<file path="src/rtl/muldiv_pkg.sv">
// Shared encodings for the EX-stage multiply/divide unit: op codes, FSM states
// and the decode used by the ID-stage controller.
package muldiv_pkg;

    localparam logic [3:0] OP_NONE  = 4'd0;
    localparam logic [3:0] OP_MULT  = 4'd1;
    localparam logic [3:0] OP_MULTU = 4'd2;
    localparam logic [3:0] OP_DIV   = 4'd3;
    localparam logic [3:0] OP_DIVU  = 4'd4;
    localparam logic [3:0] OP_MFHI  = 4'd5;
    localparam logic [3:0] OP_MFLO  = 4'd6;
    localparam logic [3:0] OP_MTHI  = 4'd7;
    localparam logic [3:0] OP_MTLO  = 4'd8;

    typedef enum logic [1:0] {
        StIdle,
        StCalc,
        StDone
    } state_e;

    // Maps the R-type funct field to a muldiv op; non-muldiv functs give OP_NONE.
    function automatic logic [3:0] decode_funct(input logic [5:0] funct);
        case (funct)
            6'h10:   return OP_MFHI;
            6'h11:   return OP_MTHI;
            6'h12:   return OP_MFLO;
            6'h13:   return OP_MTLO;
            6'h18:   return OP_MULT;
            6'h19:   return OP_MULTU;
            6'h1A:   return OP_DIV;
            6'h1B:   return OP_DIVU;
            default: return OP_NONE;
        endcase
    endfunction

endpackage

</file>
<file path="src/rtl/ex_muldiv_if.sv">
// Request/response bundle between the ID/EX register, hazard logic and the muldiv unit.
interface ex_muldiv_if #(
    parameter int unsigned WIDTH = 32
);
    logic             req;
    logic [3:0]       op;
    logic [WIDTH-1:0] a;
    logic [WIDTH-1:0] b;
    logic             flush;
    logic             busy;
    logic             stall;
    logic [WIDTH-1:0] rdata;
    logic [WIDTH-1:0] hi;
    logic [WIDTH-1:0] lo;

    modport master (
        output req, op, a, b, flush,
        input  busy, stall, rdata, hi, lo
    );

    modport slave (
        input  req, op, a, b, flush,
        output busy, stall, rdata, hi, lo
    );
endinterface

</file>
<file path="src/rtl/muldiv_iter.sv">
// Unsigned iterative datapath: shift-add multiply or restoring divide, one bit per step.
module muldiv_iter #(
    parameter int unsigned WIDTH = 32,
    parameter int unsigned CNT_W = 5
) (
    input  logic               clk,
    input  logic               rst,
    input  logic               start,
    input  logic               step,
    input  logic               is_div,
    input  logic [WIDTH-1:0]   opa,
    input  logic [WIDTH-1:0]   opb,
    output logic               done,
    output logic [2*WIDTH-1:0] prod,
    output logic [WIDTH-1:0]   quo,
    output logic [WIDTH-1:0]   rem
);
    logic [2*WIDTH-1:0] acc_q, acc_d;
    logic [WIDTH:0]     rem_q, rem_d;
    logic [WIDTH-1:0]   opd_q;
    logic               div_q;
    logic [CNT_W-1:0]   cnt_q;

    logic [WIDTH-1:0]   mcand;
    logic [WIDTH:0]     sum;
    logic               ge;
    logic [WIDTH-1:0]   diff;

    // rem_q holds the partial remainder with the next dividend bit already shifted in.
    always_comb begin
        mcand = acc_q[0] ? opd_q : '0;
        sum   = {1'b0, acc_q[2*WIDTH-1:WIDTH]} + {1'b0, mcand};
        ge    = rem_q >= {1'b0, opd_q};
        diff  = rem_q[WIDTH-1:0] - opd_q;
        acc_d = acc_q;
        rem_d = rem_q;
        if (start) begin
            if (is_div) begin
                acc_d = {{WIDTH{1'b0}}, opa[WIDTH-2:0], 1'b0};
                rem_d = {{WIDTH{1'b0}}, opa[WIDTH-1]};
            end else begin
                acc_d = {{WIDTH{1'b0}}, opb};
                rem_d = '0;
            end
        end else if (step) begin
            if (div_q) begin
                acc_d = {acc_q[2*WIDTH-1:WIDTH], acc_q[WIDTH-2:0], ge};
                rem_d = {(ge ? diff : rem_q[WIDTH-1:0]), acc_q[WIDTH-1]};
            end else begin
                acc_d = {sum, acc_q[WIDTH-1:1]};
            end
        end
    end

    always_ff @(posedge clk or negedge rst) begin
        if (!rst) begin
            acc_q <= '0;
            rem_q <= '0;
            opd_q <= '0;
            div_q <= 1'b0;
            cnt_q <= '0;
        end else begin
            acc_q <= acc_d;
            rem_q <= rem_d;
            if (start) begin
                opd_q <= is_div ? opb : opa;
                div_q <= is_div;
                cnt_q <= '0;
            end else if (step) begin
                cnt_q <= cnt_q + 1'b1;
            end
        end
    end

    assign done = step && (cnt_q == CNT_W'(WIDTH - 1));
    assign prod = acc_q;
    assign quo  = acc_q[WIDTH-1:0];
    assign rem  = rem_q[WIDTH:1];

endmodule

</file>
<file path="src/rtl/ex_muldiv.sv">
// EX-stage multiply/divide unit: control FSM, sign handling, HI/LO registers and stall.
module ex_muldiv
    import muldiv_pkg::*;
#(
    parameter int unsigned WIDTH = 32,
    parameter int unsigned CNT_W = 5
) (
    input  logic         clk,
    input  logic         rst,
    ex_muldiv_if.slave   bus
);
    state_e             state_q, state_d;
    logic [WIDTH-1:0]   hi_q, hi_d, lo_q, lo_d;
    logic               neg_a_q, neg_b_q, bzero_q, div_q;

    logic               is_arith, is_div, is_signed, accept, start, done;
    logic [WIDTH-1:0]   mag_a, mag_b, quo, rem;
    logic [2*WIDTH-1:0] prod, prod_fix;
    logic [WIDTH-1:0]   quo_fix, rem_fix;

    assign is_arith  = bus.op inside {OP_MULT, OP_MULTU, OP_DIV, OP_DIVU};
    assign is_div    = bus.op inside {OP_DIV, OP_DIVU};
    assign is_signed = bus.op inside {OP_MULT, OP_DIV};
    assign accept    = bus.req && !bus.flush && (state_q == StIdle);
    assign start     = accept && is_arith;
    assign mag_a     = (is_signed && bus.a[WIDTH-1]) ? -bus.a : bus.a;
    assign mag_b     = (is_signed && bus.b[WIDTH-1]) ? -bus.b : bus.b;

    muldiv_iter #(
        .WIDTH (WIDTH),
        .CNT_W (CNT_W)
    ) u_iter (
        .clk    (clk),
        .rst    (rst),
        .start  (start),
        .step   (state_q == StCalc),
        .is_div (is_div),
        .opa    (mag_a),
        .opb    (mag_b),
        .done   (done),
        .prod   (prod),
        .quo    (quo),
        .rem    (rem)
    );

    // Neg flags are only ever set for signed ops, so unsigned results pass through.
    assign prod_fix = (neg_a_q ^ neg_b_q) ? -prod : prod;
    assign quo_fix  = (neg_a_q ^ neg_b_q) ? -quo : quo;
    assign rem_fix  = neg_a_q ? -rem : rem;

    always_comb begin
        state_d = state_q;
        hi_d    = hi_q;
        lo_d    = lo_q;
        case (state_q)
            StIdle: begin
                if (accept) begin
                    if (is_arith)              state_d = StCalc;
                    if (bus.op == OP_MTHI)     hi_d    = bus.a;
                    if (bus.op == OP_MTLO)     lo_d    = bus.a;
                end
            end
            StCalc: begin
                if (bus.flush)                 state_d = StIdle;
                else if (done)                 state_d = StDone;
            end
            StDone: begin
                state_d = StIdle;
                if (!bus.flush) begin
                    if (div_q) begin
                        // Divide by zero: remainder path already yields raw a.
                        hi_d = rem_fix;
                        lo_d = bzero_q ? '1 : quo_fix;
                    end else begin
                        {hi_d, lo_d} = prod_fix;
                    end
                end
            end
            default: state_d = StIdle;
        endcase
    end

    always_ff @(posedge clk or negedge rst) begin
        if (!rst) begin
            state_q <= StIdle;
            hi_q    <= '0;
            lo_q    <= '0;
            neg_a_q <= 1'b0;
            neg_b_q <= 1'b0;
            bzero_q <= 1'b0;
            div_q   <= 1'b0;
        end else begin
            state_q <= state_d;
            hi_q    <= hi_d;
            lo_q    <= lo_d;
            if (start) begin
                neg_a_q <= is_signed && bus.a[WIDTH-1];
                neg_b_q <= is_signed && bus.b[WIDTH-1];
                bzero_q <= (bus.b == '0);
                div_q   <= is_div;
            end
        end
    end

    assign bus.busy  = (state_q != StIdle);
    assign bus.stall = bus.req && (bus.op != OP_NONE) && bus.busy;
    assign bus.rdata = (bus.op == OP_MFHI) ? hi_q :
                       (bus.op == OP_MFLO) ? lo_q : '0;
    assign bus.hi    = hi_q;
    assign bus.lo    = lo_q;

endmodule
</file>
<file path="src/flat_wrapper.sv">
// flat-port wrapper written by rule: the top's interface ports become plain ports
module ex_muldiv_flat import muldiv_pkg::*;
#(
    parameter int unsigned WIDTH = 32,
    parameter int unsigned CNT_W = 5
)
  (clk, rst, bus_req, bus_op, bus_a, bus_b, bus_flush, bus_busy, bus_stall, bus_rdata, bus_hi, bus_lo);
  ex_muldiv_if #(.WIDTH(WIDTH)) bus_i ();
  input  logic clk;
  input  logic rst;
  input wire logic [$bits(bus_i.req)-1:0] bus_req;
  input wire logic [$bits(bus_i.op)-1:0] bus_op;
  input wire logic [$bits(bus_i.a)-1:0] bus_a;
  input wire logic [$bits(bus_i.b)-1:0] bus_b;
  input wire logic [$bits(bus_i.flush)-1:0] bus_flush;
  output wire logic [$bits(bus_i.busy)-1:0] bus_busy;
  output wire logic [$bits(bus_i.stall)-1:0] bus_stall;
  output wire logic [$bits(bus_i.rdata)-1:0] bus_rdata;
  output wire logic [$bits(bus_i.hi)-1:0] bus_hi;
  output wire logic [$bits(bus_i.lo)-1:0] bus_lo;
  assign bus_i.req = bus_req;
  assign bus_i.op = bus_op;
  assign bus_i.a = bus_a;
  assign bus_i.b = bus_b;
  assign bus_i.flush = bus_flush;
  assign bus_busy = bus_i.busy;
  assign bus_stall = bus_i.stall;
  assign bus_rdata = bus_i.rdata;
  assign bus_hi = bus_i.hi;
  assign bus_lo = bus_i.lo;
  ex_muldiv #(.WIDTH(WIDTH), .CNT_W(CNT_W)) u_core (.clk(clk), .rst(rst), .bus(bus_i));
endmodule
</file>
<file path="config.mk">
export PLATFORM = sky130hd
export DESIGN_NAME = ex_muldiv_flat
export DESIGN_NICKNAME = d
export VERILOG_FILES = /design/src/rtl/muldiv_pkg.sv /design/src/rtl/ex_muldiv_if.sv /design/src/rtl/muldiv_iter.sv /design/src/rtl/ex_muldiv.sv /design/src/flat_wrapper.sv
export SDC_FILE = /design/constraint.sdc
export NUM_CORES = 1
export LEC_CHECK = 0
export CAP_MARGIN = 40
export CELL_PAD_IN_SITES_DETAIL_PLACEMENT = 0
export CELL_PAD_IN_SITES_GLOBAL_PLACEMENT = 2
export CORE_AREA = 2 2 227 229
export DETAILED_ROUTE_END_ITERATION = 16
export DIE_AREA = 0 0 229 231
export PLACE_DENSITY_LB_ADDON = 0.15
export SLEW_MARGIN = 10
export SYNTH_ARGS = -nofsm -noshare
export SYNTH_HDL_FRONTEND = slang
export SYNTH_HIERARCHICAL = 1
export SYNTH_SLANG_ARGS = --single-unit
</file>
<file path="constraint.sdc">
create_clock -name clk -period 8.19 [get_ports clk]
set_input_delay 2.0475 -clock clk [delete_from_list [all_inputs] [get_ports clk]]
set_output_delay 2.0475 -clock clk [all_outputs]
set_load 0.01 [all_outputs]
</file>
==> reports/metrics.csv <==
stage,metric,value,unit
floorplan,Die Area,52900,um^2
placement,DP Area,20900,um^2
pwr,Clk network pwr share,0.192,
synth,Mapped Avg Cell Area,7.86,um^2
synth,Post-synth top flop,dfrtp_1,
clocking,clock root buffer master,clkbuf_16,
pwr,Max VDD drop,0.000152,V
synth,"Distinct cells, synth",91,
placement,GPL Wtd Cong,0.922,
floorplan,Core ar.,50700,um^2
final_layout,Area Growth Syn to Fin,15.8,%
sta,setup TNS,0,ns
pwr,Switching Fraction,0.493,
setup_path,CP startpoint kind,input pin,
pwr,sequential share of power,0.297,
clocking,CTS tree,yes,
sta,fin crit share,0.766,
synth,Synth Area in Adders,0.0489,
placement,Setup Slack @ Placement,1.98,ns
route,Vias/cell,6.05,
min_path,Hold Path Cell Cnt,2,
placement,number of port buffers,169,
clocking,post-CTS setup buffer count,0,
setup_path,"most used cell, CP",clkdlybuf4s50_1,
sta,skew final,0.0256,ns
synth,Post-Synth XOR/XNOR Area,0.102,
synth,post-synthesis mux area share,0.0538,
setup_path,CP Cell Sequence,"clkdlybuf4s50_1, inv_1, nor4b_2, buf_4, a22o_1, clkdlybuf4s50_1",
pwr,leak pwr,0.00900,uW
flow_run,MaxCap Viol Count,0,
floorplan,row count,83,
floorplan,Chip Height,231,um
sta,Tightest Pin Transition,1.04,ns
setup_path,Crit path largest cell delay,0.57,ns
route,Iteration-0 DRC Markers,2242,
sta,hold_ws,0.530,ns
global_routing,total gr overflow,0,
global_routing,vias in the first global route,17800,
global_routing,first-pass GRT wire length,121000,um
final_layout,NumNets Final,2597,
route,WL final,81700,um
setup_path,WP data arrival,4.22,ns
floorplan,I/O Pins,170,
synth,largest family of logic cells by synthesized area,compound AO/OA/AOI/OAI gates,
global_routing,largest net degree at the start of global routing,96,
sta,count of final hold-check violations,0,
route,DRC errors left,0,
synth,cells after synthesis,2414,
setup_path,CP endpoint kind,output port,
final_layout,# fillers,5252,
clocking,post-CTS sizing,0,
clocking,"CTS clk-pin slew, worst paths",0.06,ns
clocking,Clock Tree Buf Depth,3,
synth,syn_nets,2559,
final_layout,layout cell share with drive strength beyond 1,0.0639,
final_layout,post-route cell area,22000,um^2
setup_path,Critical Path RT,6.14,ns
sta,final slew viol count,0,
sta,crit path time final,6.27,ns
min_path,worst min-delay path class,flip-flop to flip-flop,
synth,simple-gate portion of the synthesized area,0.199,
global_routing,GRT Util Overall,0.303,
synth,"FFs w/ async S/R, synth",1.00,
pwr,Sw Pwr,3590,uW
floorplan,Die Wd,229,um
synth,Syn Std Cell Area,19000,um^2
synth,Synth Register Bits,205,
setup_path,worst reg-to-reg path cell count,13,
clocking,"Hold-fix buffers, CTS",0,
clocking,clk sinks,205,
setup_path,Slowest cell on crit path,clkdlybuf4s50_1,
setup_path,Crit Path Max Fanout,32,
synth,"Seq/Total Area, Yosys",0.270,
clocking,number of CTS-inserted buffers,28,
route,First-pass DRT Iterations,6,
clocking,H-tree lvl count,1,
synth,Synth warnings,6,
pwr,Int Pwr,3690,uW
synth,Synth Area in Compound Gates,0.253,
sta,# setup viols final,0,
sta,RSZ-0062 raised after global routing,false,
route,Routed WL per cell,25.9,um
sta,setup ws final,1.92,ns
pwr,combinational share of power,0.511,
route,Routed Antenna Nets,0,
setup_path,reg2reg start,u_core/u_iter/prod[0],
route,Vias,19100,
clocking,clock latency on the worst-skew pair,0.59,ns
outcome,status,"complete, no violations",
placement,HPWL Detailed,63000,um
global_routing,initial antenna violation count,2,
setup_path,crit path launch,bus_op[2],
synth,number of flops mapped to enable cells by yosys,0,
sta,Slew headroom,0.297,
setup_path,kind of critical path,input pin to output port,
floorplan,Initial Util,0.375,
pwr,pwr dens,331,nW/um^2
sta,Peak Freq,0.159,GHz
min_path,worst hold start,u_core/u_iter/opd_q[8],
final_layout,number of antenna diodes,0,
-- through the flow --
| stage | total power [uW] | instances | utilization |
|---|---|---|---|
| after CTS | 7250 | 3154 | 0.434 |
| after global routing | 7760 | 3154 | 0.434 |
| after global placement | 5780 | 3094 | 0.410 |
| final | 7280 | 3154 | 0.434 |
| after floorplan | 4640 | 2414 | - |
| after detailed placement | 5830 | 3102 | 0.413 |
-- routing by layer --
metal,GRT usage,vias to the layer above,part of all wire,routed length (um)
met5,0,-,0,0
met4,0.113,0,0.041,3310
met2,0.495,714,0.46,37600
li1,-,8824,-,-
met3,0.0269,120,0.059,4820
met1,0.415,9413,0.44,36000
-- flip-flops by register name, indices dropped and copies added, names as in the netlist --
| register | flops |
|---|---|
| u_core/u_iter/prod | 64 |
| u_core/u_iter/div_q | 1 |
| u_core/neg_a_q | 1 |
| u_core/u_iter/cnt_q | 5 |
| u_core/u_iter/opd_q | 32 |
| u_core/bzero_q | 1 |
| u_core/state_q | 2 |
| u_core/u_iter/rem_q | 33 |
| u_core/div_q | 1 |
| u_core/neg_b_q | 1 |
| u_core/bus.hi | 32 |
| u_core/bus.lo | 32 |
-- layout by cell type (no fill, tap or decap), drive strengths merged, types with 15 or more instances in the layout --
cell type,netlist,layout
inv,80,80
o31ai,34,34
ha,71,71
clkbuf,106,37
a22o,37,37
nand4,26,26
xor2,97,97
mux2i,102,102
nand3,73,73
o21ai,137,137
xnor2,123,123
nor4,32,32
o221ai,31,31
o211ai,15,15
nand2b,18,18
nor3,52,52
dfrtp,205,205
or4,27,27
a21oi,258,258
nand2,195,195
o41ai,21,21
a21o,32,32
buf,99,43
a31oi,47,47
or3,17,17
nor2,288,288
and3,15,15
clkdlybuf4s50,0,168
-- cell usage after synthesis (14+ instances only) --
cell | n | area [um^2]
mux2i_1 | 102 | 1020
clkbuf_1 | 104 | 390
o21ai_1 | 18 | 90.1
or3_1 | 17 | 106
nor2_1 | 287 | 1080
and3_1 | 15 | 93.8
ha_1 | 71 | 888
nand4_1 | 26 | 163
o31ai_1 | 32 | 240
nand2_1 | 195 | 732
dfrtp_1 | 205 | 5130
o221ai_1 | 31 | 272
or4_1 | 23 | 173
a21o_1 | 32 | 240
o41ai_1 | 16 | 140
nor3_1 | 50 | 250
inv_1 | 80 | 300
xor2_1 | 97 | 850
buf_4 | 71 | 533
o21ai_0 | 118 | 591
a22o_1 | 37 | 324
a31oi_1 | 47 | 294
o211ai_1 | 14 | 105
nand3_1 | 73 | 365
nor4_1 | 29 | 181
a21oi_1 | 258 | 1290
nand2b_1 | 18 | 113
xnor2_1 | 123 | 1080
-- path summary, 6_finish.rpt --
check | endpoint | slack [ns]
max | bus_rdata[19] | 1.92
max reg2reg | u_core/u_iter/prod[63] | 4.29
min | u_core/u_iter/opd_q[8] | 0.53
max in group asynchronous | u_core/u_iter/div_q | 5.29
min reg2reg | u_core/u_iter/opd_q[8] | 0.53
min in group asynchronous | u_core/u_iter/opd_q[9] | 1.55
-- power by group through the flow --
stage                     logic [uW]  registers [uW]  clock network [uW]
after floorplan                 2900            1740                   0
after global placement          3630            2150                   0
after detailed placement        3670            2150                   0
after CTS                       3690            2140                1420
after global routing            4100            2190                1470
final                           3720            2160                1400
-- cell families after synthesis --
| logic type | count (synthesis) |
|---|---|
| AOI/OAI and AO/OA | 731 |
| muxes | 102 |
| DFF | 205 |
| and+or+nand+nor | 797 |
| adders and majority gates | 73 |
| buffers and inverters | 286 |
| xor gates and xnor gates | 220 |
-- layout make-up --
type | instances | area (um^2) | area share
timing repair buffer | 213 | 2120 | 0.0963
tap | 680 | 851 | 0.0387
inverter | 81 | 307 | 0.0139
multi-input combinational | 1923 | 12500 | 0.571
sequential | 205 | 5130 | 0.234
clock buffer | 36 | 781 | 0.0355
clock inverter | 16 | 249 | 0.0113
-- critical path: cells and delay by family --
kind | cells | cell delay (ns)
and+or+nand+nor | 1 | 0.29
AOI/OAI and AO/OA | 1 | 0.21
buffers and inverters | 4 | 1.64
(Power assumes the default switching activity.)
